## src/rtl/window_buffer_stream.sv

```systemverilog
// Raster-stream KxK window generator: K-1 line buffers, strided emission, output backpressure
// and frame tracking. Define WB_STREAM_POS_EN to add window grid position outputs.
module window_buffer_stream #(
  parameter int DATA_WIDTH  = 8,
  parameter int IMG_WIDTH   = 4,
  parameter int IMG_HEIGHT  = 4,
  parameter int WINDOW_SIZE = 3,
  parameter int STRIDE      = 1
`ifdef WB_STREAM_POS_EN
  ,
  localparam int GRID_H = (IMG_HEIGHT - WINDOW_SIZE) / STRIDE + 1,
  localparam int GRID_W = (IMG_WIDTH - WINDOW_SIZE) / STRIDE + 1,
  localparam int GRW    = (GRID_H > 1) ? $clog2(GRID_H) : 1,
  localparam int GCW    = (GRID_W > 1) ? $clog2(GRID_W) : 1
`endif
) (
  input  logic                                        clk_i,
  input  logic                                        rst_ni,
  input  logic                                        clear_i,
  input  logic [DATA_WIDTH-1:0]                       data_i,
  input  logic                                        data_valid_i,
  output logic                                        data_ready_o,
  output logic [DATA_WIDTH*WINDOW_SIZE*WINDOW_SIZE-1:0] window_o,
  output logic                                        window_valid_o,
  input  logic                                        window_ready_i,
`ifdef WB_STREAM_POS_EN
  output logic [GRW-1:0]                              win_row_o,
  output logic [GCW-1:0]                              win_col_o,
  output logic                                        win_last_o,
`endif
  output logic                                        frame_done_o
);

  localparam int K  = WINDOW_SIZE;
  localparam int W  = IMG_WIDTH;
  localparam int H  = IMG_HEIGHT;
  localparam int S  = STRIDE;
  localparam int DW = DATA_WIDTH;
  localparam int CW = $clog2(W);
  localparam int RW = $clog2(H);
  localparam int PW = (S > 1) ? $clog2(S) : 1;

  localparam logic [CW-1:0] COL_LAST      = CW'(W - 1);
  localparam logic [CW-1:0] COL_START     = CW'(K - 1);
  localparam logic [RW-1:0] ROW_LAST      = RW'(H - 1);
  localparam logic [RW-1:0] ROW_FILL_LAST = RW'(K - 2);
  localparam logic [RW-1:0] ROW_START     = RW'(K - 1);
  localparam logic [PW-1:0] PH_LAST       = PW'(S - 1);

  typedef enum logic {FILL, ACTIVE} state_t;

  state_t          state;
  state_t          state_next;
  logic [CW-1:0]   col;
  logic [RW-1:0]   row;
  logic [PW-1:0]   col_ph;
  logic [PW-1:0]   row_ph;
  logic            accept;
  logic            launch;
  logic            line_end;
  logic            frame_end;

  logic [DW-1:0]   line_mem [K-1][W];
  logic [DW-1:0]   win_sr   [K][K];
  logic [DW-1:0]   win_next [K][K];
  logic [DW*K*K-1:0] win_flat;

  assign data_ready_o = !window_valid_o || window_ready_i;
  assign accept       = data_valid_i && data_ready_o && !clear_i;
  assign line_end     = (col == COL_LAST);
  assign frame_end    = line_end && (row == ROW_LAST);

  always_ff @(posedge clk_i or negedge rst_ni) begin
    if (!rst_ni) state <= FILL;
    else         state <= state_next;
  end

  always_comb begin
    state_next = state;
    if (clear_i) begin
      state_next = FILL;
    end else if (accept) begin
      case (state)
        FILL:    if (line_end && row == ROW_FILL_LAST) state_next = ACTIVE;
        ACTIVE:  if (frame_end) state_next = FILL;
        default: state_next = FILL;
      endcase
    end
  end

  always_comb begin
    launch = 1'b0;
    if (accept && state == ACTIVE && col >= COL_START && col_ph == '0 && row_ph == '0)
      launch = 1'b1;
  end

  // Phases only advance once the window fits, so phase 0 marks every S-th window origin.
  always_ff @(posedge clk_i or negedge rst_ni) begin
    if (!rst_ni) begin
      col    <= '0;
      row    <= '0;
      col_ph <= '0;
      row_ph <= '0;
    end else if (clear_i) begin
      col    <= '0;
      row    <= '0;
      col_ph <= '0;
      row_ph <= '0;
    end else if (accept) begin
      if (line_end) begin
        col    <= '0;
        col_ph <= '0;
        if (frame_end) begin
          row    <= '0;
          row_ph <= '0;
        end else begin
          row <= row + 1'b1;
          if (row >= ROW_START) row_ph <= (row_ph == PH_LAST) ? '0 : row_ph + 1'b1;
        end
      end else begin
        col <= col + 1'b1;
        if (col >= COL_START) col_ph <= (col_ph == PH_LAST) ? '0 : col_ph + 1'b1;
      end
    end
  end

  always_comb begin
    for (int i = 0; i < K; i++)
      for (int j = 0; j < K - 1; j++)
        win_next[i][j] = win_sr[i][j+1];
    for (int i = 0; i < K - 1; i++)
      win_next[i][K-1] = line_mem[i][col];
    win_next[K-1][K-1] = data_i;
  end

  always_comb begin
    win_flat = '0;
    for (int i = 0; i < K; i++)
      for (int j = 0; j < K; j++)
        win_flat[(i*K+j)*DW +: DW] = win_next[i][j];
  end

  // Line 0 holds the oldest buffered row; each accept shifts one column up by a line.
  always_ff @(posedge clk_i) begin
    if (accept) begin
      for (int i = 0; i < K - 2; i++)
        line_mem[i][col] <= line_mem[i+1][col];
      line_mem[K-2][col] <= data_i;
      win_sr <= win_next;
    end
  end

  always_ff @(posedge clk_i or negedge rst_ni) begin
    if (!rst_ni) begin
      window_o       <= '0;
      window_valid_o <= 1'b0;
      frame_done_o   <= 1'b0;
    end else if (clear_i) begin
      window_valid_o <= 1'b0;
      frame_done_o   <= 1'b0;
    end else begin
      frame_done_o <= accept && frame_end;
      if (launch) begin
        window_o       <= win_flat;
        window_valid_o <= 1'b1;
      end else if (window_ready_i) begin
        window_valid_o <= 1'b0;
      end
    end
  end

`ifdef WB_STREAM_POS_EN
  localparam logic [GRW-1:0] GROW_LAST = GRW'(GRID_H - 1);
  localparam logic [GCW-1:0] GCOL_LAST = GCW'(GRID_W - 1);

  logic [GRW-1:0] grid_row;
  logic [GCW-1:0] grid_col;

  always_ff @(posedge clk_i or negedge rst_ni) begin
    if (!rst_ni) begin
      grid_row   <= '0;
      grid_col   <= '0;
      win_row_o  <= '0;
      win_col_o  <= '0;
      win_last_o <= 1'b0;
    end else if (clear_i) begin
      grid_row <= '0;
      grid_col <= '0;
    end else if (launch) begin
      win_row_o  <= grid_row;
      win_col_o  <= grid_col;
      win_last_o <= (grid_row == GROW_LAST) && (grid_col == GCOL_LAST);
      if (grid_col == GCOL_LAST) begin
        grid_col <= '0;
        grid_row <= (grid_row == GROW_LAST) ? '0 : grid_row + 1'b1;
      end else begin
        grid_col <= grid_col + 1'b1;
      end
    end
  end
`endif

endmodule

```

## config.mk

```make
export PLATFORM = sky130hd
export DESIGN_NAME = window_buffer_stream
export DESIGN_NICKNAME = d
export VERILOG_FILES = /design/src/rtl/window_buffer_stream.sv
export SDC_FILE = /design/constraint.sdc
export NUM_CORES = 1
export LEC_CHECK = 0
export ABC_CLOCK_PERIOD_IN_PS = 4670
export CAP_MARGIN = 20
export CORE_MARGIN = 8
export CORE_UTILIZATION = 49
export DETAILED_ROUTE_END_ITERATION = 7
export GPL_TIMING_DRIVEN = 0
export PLACE_DENSITY = 0.82
export SETUP_SLACK_MARGIN = 0.2
export SYNTH_ARGS = -nofsm -noshare
export SYNTH_HDL_FRONTEND = slang
export SYNTH_SLANG_ARGS = --single-unit
```

## constraint.sdc

```tcl
create_clock -name clk_i -period 4.67 [get_ports clk_i]
set_input_delay 0.934 -clock clk_i [delete_from_list [all_inputs] [get_ports clk_i]]
set_output_delay 0.934 -clock clk_i [all_outputs]
set_load 0.01 [all_outputs]
```

# == Word level (Yosys, flattened, before mapping) ==
# Memories as Yosys holds them, arrays and structs flattened.
# Cells that the tools add are included.
# classes
addsub,4
n_lt_le_gt_ge,4
n_eq_ne,3
muxes,38
bitwise,5
n_reduce_logical,22
# op_table
operator,count
8-bit two-way mux,5
8-bit binary-select mux with 2-bit select,2
32-bit two-way mux,1
1-bit two-way mux,21
8-bit demux with 2-bit select,1
2-bit two-way mux,7
1-bit logical AND,10
3-bit nonzero test,3
2-bit AND reduction,3
2-bit by 1-bit adder with 2-bit output (second input constant),2
2-bit equality test (second input constant),2
2-bit greater-or-equal comparator (second input constant),2
1-bit inverter,4
2-bit nonzero test,2
3-bit greater-or-equal comparator (second input constant),1
3-bit by 1-bit less-than comparator with 1-bit output (second input constant),1
2-bit inverter with 3-bit output,1
3-bit AND reduction,1
1-bit adder (second input constant),2
2-bit by 1-bit equality test with 1-bit output (second input constant),1
1-bit zero test,2
1-bit one-hot mux with 2 select lines,1
1-bit logical OR,1
# totals
reg_bits,129
ram_bits,64
input_bits,13
out_inout_bits,75
word_cells,91
memories,1
# memory_table
memory,words,width,read_ports,rd_ports_with_merged_regs,write_ports,line_no,rtl
line_mem,2,32,2,0,2,63,logic [DW-1:0] line_mem [K-1][W];

# == Logic depth before layout (Yosys ltp) ==
# depth
word_depth,11
mapped_depth,8

# == Worst setup path before layout ==
# OpenSTA, ideal clock, no wires.
# synth_path
path_kind,input-to-reg
start,in clear_i
end,mem line_mem[0][0] (netlist name) (enable)
arrival_ps,5341
required_ps,4296
setup_slack_ps,-1045
path_stages,3
path_buffers,1
path_cell_list,buf_2 > nor3_1 > and2_1
# synth_rtl
item,line_no,rtl
"start, declared",19,"input logic clear_i,"
"end, declared",63,

# == Worst setup path in the final report ==
# layout_path
start,in window_ready_i
end,out data_ready_o
# layout_via
elab_chain_len,1
# layout_lines
item,line_no,rtl
"start, declared",25,"input logic window_ready_i,"
1-bit logical OR,68,assign data_ready_o = !window_valid_o || window_ready_i;
"end, declared",22,"output logic data_ready_o,"
# Every way passes these cells.

==> impl_metrics.toml <==
[clock_network]
holdBufCountCts = 0
cts_tree = "built"
cts_max_path_buffers = 2
cts_setup_buffers = 0
cts.sinks = 191
htree_levels = 4
cts_resized = 0
clk_pin_slew_ns = 0.06
clockRootBuffer = "clkbuf_16"
insertion_delay_ns = 0.43
cts_buffers = 17

[grt]
grt_pass1_wl_um = 21020
grt_overflow = 0
track_usage = 0.1535
grt_max_degree = 43
antenna_found_initial = 0
grt_pass1_vias = 3847

[worst_setup_path]
required_ns = 3.74
cp_data_arrival_time_ns = 2.37
cp-start-kind = "input port"
cp_slowest_cell = "clkdlybuf4s50_1"
end_kind = "output port"
crit_fanout = 9
critPathKind = "input port to output port"
worst-path-buf-inv = 4
path_cells = "clkdlybuf4s50_1, nor2b_1, buf_2, inv_1, clkdlybuf4s50_1"
slowest_delay_ns = 0.58
cpLargestDelayFamily = "buffers and inverters"
cpMostUsedCell = "clkdlybuf4s50_1"

[timing]
layout_min_cycle_time_ns = 3.301
final_max_slew_viol_count = 0
tightest_slew_ns = 1.012
setup_ws_ns = 1.369
fmax_mhz = 302.9
relSlewSlack = 0.3206
setup_violations = 0
skew_ns = 0.01109
setup_tns_ns = 0
finalHoldViolCount = 0
rsz0062_at_grt = "false"
fin_crit_sh = 0.7069

[final_layout]
fin_util = 0.6256
final_cells = 632
fin_nets = 458
antenna_cells = 0
drive_above_1_share = 0.1858
syn_to_final_growth_pct = 25.60

[route]
post_drt_wl_per_cell_um = 20.29
drc_errors = 0
antenna_left = 0
num_vias = 3359
wl_um = 12820
via_per_inst = 5.315
drtIter0Drc = 178
dr.pass1.iters = 4

[synth]
synth_xor_area_frac = 0
ys_async_sr_fraction = 0.4136
synthAdderAreaFrac = 0.01090
yosysUniqueCellTypes = 28
yosys-top-cells-area = "edfxtp_1 (49%), dfrtp_1 (29%), mux2_1 (8.2%)"
syn_nets = 349
seq_area_frac_synth = 0.7754
synth_top_area_share = 0.4884
synth_edf_count = 112
synth_top_family_by_area = "multiplexers"
ys_ff_latch = 191
yosysWarningCount = 0
synth_compound_area_frac = 0.009629
muxShareOfSynthArea = 0.1701
synth_top_area_cell = "edfxtp_1"
synth_area_mm2 = 0.006887
avgSynthCellArea_um2 = 20.87
ys.flop_type = "edfxtp_1"
synthCells = 330
synth-simple-area-share = 0.01563

[die]
ios = 88
fp.dieH_um = 134.6
design.core.area_mm2 = 0.01383
initial_utilization = 0.4981
rows = 43
die_w_um = 134.6
dieArea_mm2 = 0.01810

[run_status]
status = "complete, no violations"

[power_and_ir_drop]
leakage_nw = 3.463
pwr_density_cell_mw_per_mm2 = 392.7
vdd_drop_max_uv = 288.9
power_mw = 3.397

[placement]
dp_hpwl_um = 8637
gp_congestion = 0.7191
io_buffers = 86
place_ws_ns = 1.003
dp_cells = 600

[hold_path]
hp-class = "flip-flop to flip-flop"

[job]
drv_cap = 0
stage by stage:
stage | area [um^2] | hold slack, ns
detailed placement | 8071 | 0.4302
floorplan | 6892 | 0.4204
global route | 8650 | 0.4571
finish | 8650 | 0.4459
CTS | 8650 | 0.4482
global placement | 7978 | 0.4254
registers in the layout, summed over array words and instances (netlist names):
signal	flops
win_flat	48
state	1
frame_done_o	1
window_valid_o	1
col	2
row	2
line_mem	64
window_o	72
report_power, final:
group	switching [mW]	internal, mW	total [mW]	leakage, nW
Combinational	0.0762	0.0504	0.127	1.05
Clock	0.581	0.836	1.42	0.281
Sequential	0.0129	1.84	1.85	2.13
Total	0.670	2.73	3.40	3.46
cells by family (layout without fill, tap and decap cells):
family	Yosys count	after routing
muxes	88	88
AOI/OAI and AO/OA	11	11
adders and majority gates	6	6
buffers and inverters	18	140
and+or+nand+nor	16	16
DFF	191	191
cells in the mapped netlist, types with 2 or more instances:
master,n
buf_6,7
dfrtp_1,79
mux2_2,22
nor2_1,2
mux4_2,16
a21oi_1,3
edfxtp_1,112
or4_1,2
ha_1,6
mux2_1,50
and2_1,4
nor2b_1,2
inv_1,4
buf_2,5
o21ai_0,3
layer usage:
layer	wire length, um	vias to the layer above	share of wire	global-route usage
met3	969	19	0.076	0.05758
met4	320	0	0.025	0.07735
li1	-	1482	-	-
met1	5075	1740	0.40	0.1758
met5	0	-	0	0
met2	6457	118	0.50	0.2487
worst paths after layout:
path	cells past startpoint	slack (ns)	startpoint	to
max	5	1.37	window_ready_i	data_ready_o
min	0	0.45	win_flat[10]	win_flat[2]
max reg2reg	8	1.81	col[0]	window_o[4]
min reg2reg	0	0.45	win_flat[10]	win_flat[2]
max in group asynchronous	2	3.59	rst_ni	window_o[17]
min in group asynchronous	1	0.48	rst_ni	window_o[43]
worst reg2reg max path: cells and delay by family, from the launching register on:
kind            cells  cell delay, ns
fa+ha+maj           1            0.19
compound gates      1            0.10
buf+inv             4            0.93
simple gates        1            0.77
flops               1            0.40
mux                 1            0.35
layout make-up:
| type | count | area [um^2] |
|---|---|---|
| plain buffers | 13 | 107.6 |
| multi-input cells | 121 | 1431 |
| fillers | 938 | 5177 |
| clock buffers | 20 | 436.7 |
| well taps | 180 | 225.2 |
| flip-flops and latches | 191 | 5340 |
| inverters | 5 | 18.77 |
| repair buffers | 90 | 948.4 |
| clock inverters | 12 | 141.4 |
cells in the final DEF (no fill, tap or decap), types with 5 or more instances in the layout:
cell type	count
buf_2	5
ha_1	6
mux2_1	50
buf_6	7
mux2_2	22
clkdlybuf4s50_1	85
mux4_2	16
edfxtp_1	112
clkbuf_16	17
dfrtp_1	79
Note: power is estimated with default switching activity, not from simulation.
==> RTL edit (same settings) <==
Set the parameter `DATA_WIDTH` to 6 (it was 8).
--- a/src/rtl/window_buffer_stream.sv
+++ b/src/rtl/window_buffer_stream.sv
@@ -1,7 +1,7 @@
 // Raster-stream KxK window generator: K-1 line buffers, strided emission, output backpressure
 // and frame tracking. Define WB_STREAM_POS_EN to add window grid position outputs.
 module window_buffer_stream #(
-  parameter int DATA_WIDTH  = 8,
+  parameter int DATA_WIDTH  = 6,
   parameter int IMG_WIDTH   = 4,
   parameter int IMG_HEIGHT  = 4,
   parameter int WINDOW_SIZE = 3,
Ports: changed (resized data_i and window_o); port bits go from 88 to 68. No check against the original RTL was run, so the function may have changed too.
==> RTL edit against the original RTL <==
Sequential cell count is 46 lower. Critical endpoint unchanged. Routed wire length is 20% lower. Design area is 20% lower. Clock skew is 3.3 ps lower. Power is 18% lower. Area after synthesis is 21% lower. Worst hold slack better by 4.8 ps. Setup slack hardly changed. Critical path type unchanged.
==> RTL edit: results (changes against the original RTL) <==
| Metric | Value |
|---|---|
| Status | finished clean (unchanged) |
| Worst Tran Pin Value | 1070 ps (was 1010 ps) |
| Met3 WL post-DR | 600 um (was 969 um) |
| Largest net degree at the start of global routing | 33 (was 43) |
| RePlAce Congestion | 0.739 (was 0.719) |
| PortBufs | 66 (was 86) |
| Clock sinks | 145 (was 191) |
| Reg2Reg Setup Slack | 1790 ps (was 1810 ps) |
| Top area cells in the synthesized netlist | edfxtp_1 46%, dfrtp_1 28%, mux2_4 13% (was edfxtp_1 49%, dfrtp_1 29%, mux2_1 8.2%) |
| Final wirelength | 10200 um (was 12800 um) |
| Met3 Use GR | 4.63% (was 5.76%) |
| Bufs w/o clock | 79 (was 103) |
| Total track usage | 14.7% (was 15.4%) |
| Syn Area/Cell | 21.1 um2 (was 20.9 um2) |
| Max FFs per register | 54 (was 72) |
| Peak supply drop | 0.255 mV (was 0.289 mV) |
| DRT iter0 DRCs | 220 (was 178) |
| Yosys cell types | 30 (was 28) |
| Worst Min Path Start | win_flat[11] (was win_flat[10]) |
| Clock Latency Late Sink | 510 ps (was 430 ps) |
| Leak | 0.00272 uW (was 0.00346 uW) |
| Footprint of the multi-input gates | 1320 um2 (was 1430 um2) |
| Top cells by count, synth | 84 x edfxtp_1, 61 x dfrtp_1, 49 x mux2_4 (was 112 x edfxtp_1, 79 x dfrtp_1, 50 x mux2_1) |
| Vias in the first global route | 2832 (was 3847) |
| Root Buffer | clkbuf_8 (was clkbuf_16) |
| WL met2 | 5320 um (was 6460 um) |
| Largest fanout on the critical path | 8 (was 9) |
RTL edit: logic make-up after synthesis:
group | synth area share (%)
AOI/OAI and AO/OA | 1.21
buffers and inverters | 1.83
adders and majority gates | 1.38
and+or+nand+nor | 1.93
muxes | 19.5
DFF | 74.2
RTL edit: worst max-delay path by stage:
stage	start	endpoint	slack (ps)	depth (start not counted)
finish	window_ready_i	data_ready_o	1370	5
global route	window_ready_i	data_ready_o	1320	5
CTS	window_ready_i	data_ready_o	1360	5
detailed placement	window_ready_i	data_ready_o	1360	5
global placement	data_valid_i	line_mem[0][24]	-410	4
floorplan	clear_i	line_mem[0][0]	1090	3
RTL edit: per-stage QoR:
step                      hold WS, ps  total power (uW)  setup slack, ps  cell area, um2  util, %
after detailed placement          435              1530             1360            6350     58.6
final                             451              2790             1370            6930     63.9
after CTS                         450              2810             1360            6930     63.9
after floorplan                   427              1480             1090            5460        -
after global placement            430              1520             -409            6300     58.1
after global routing              452              2870             1320            6930     63.9
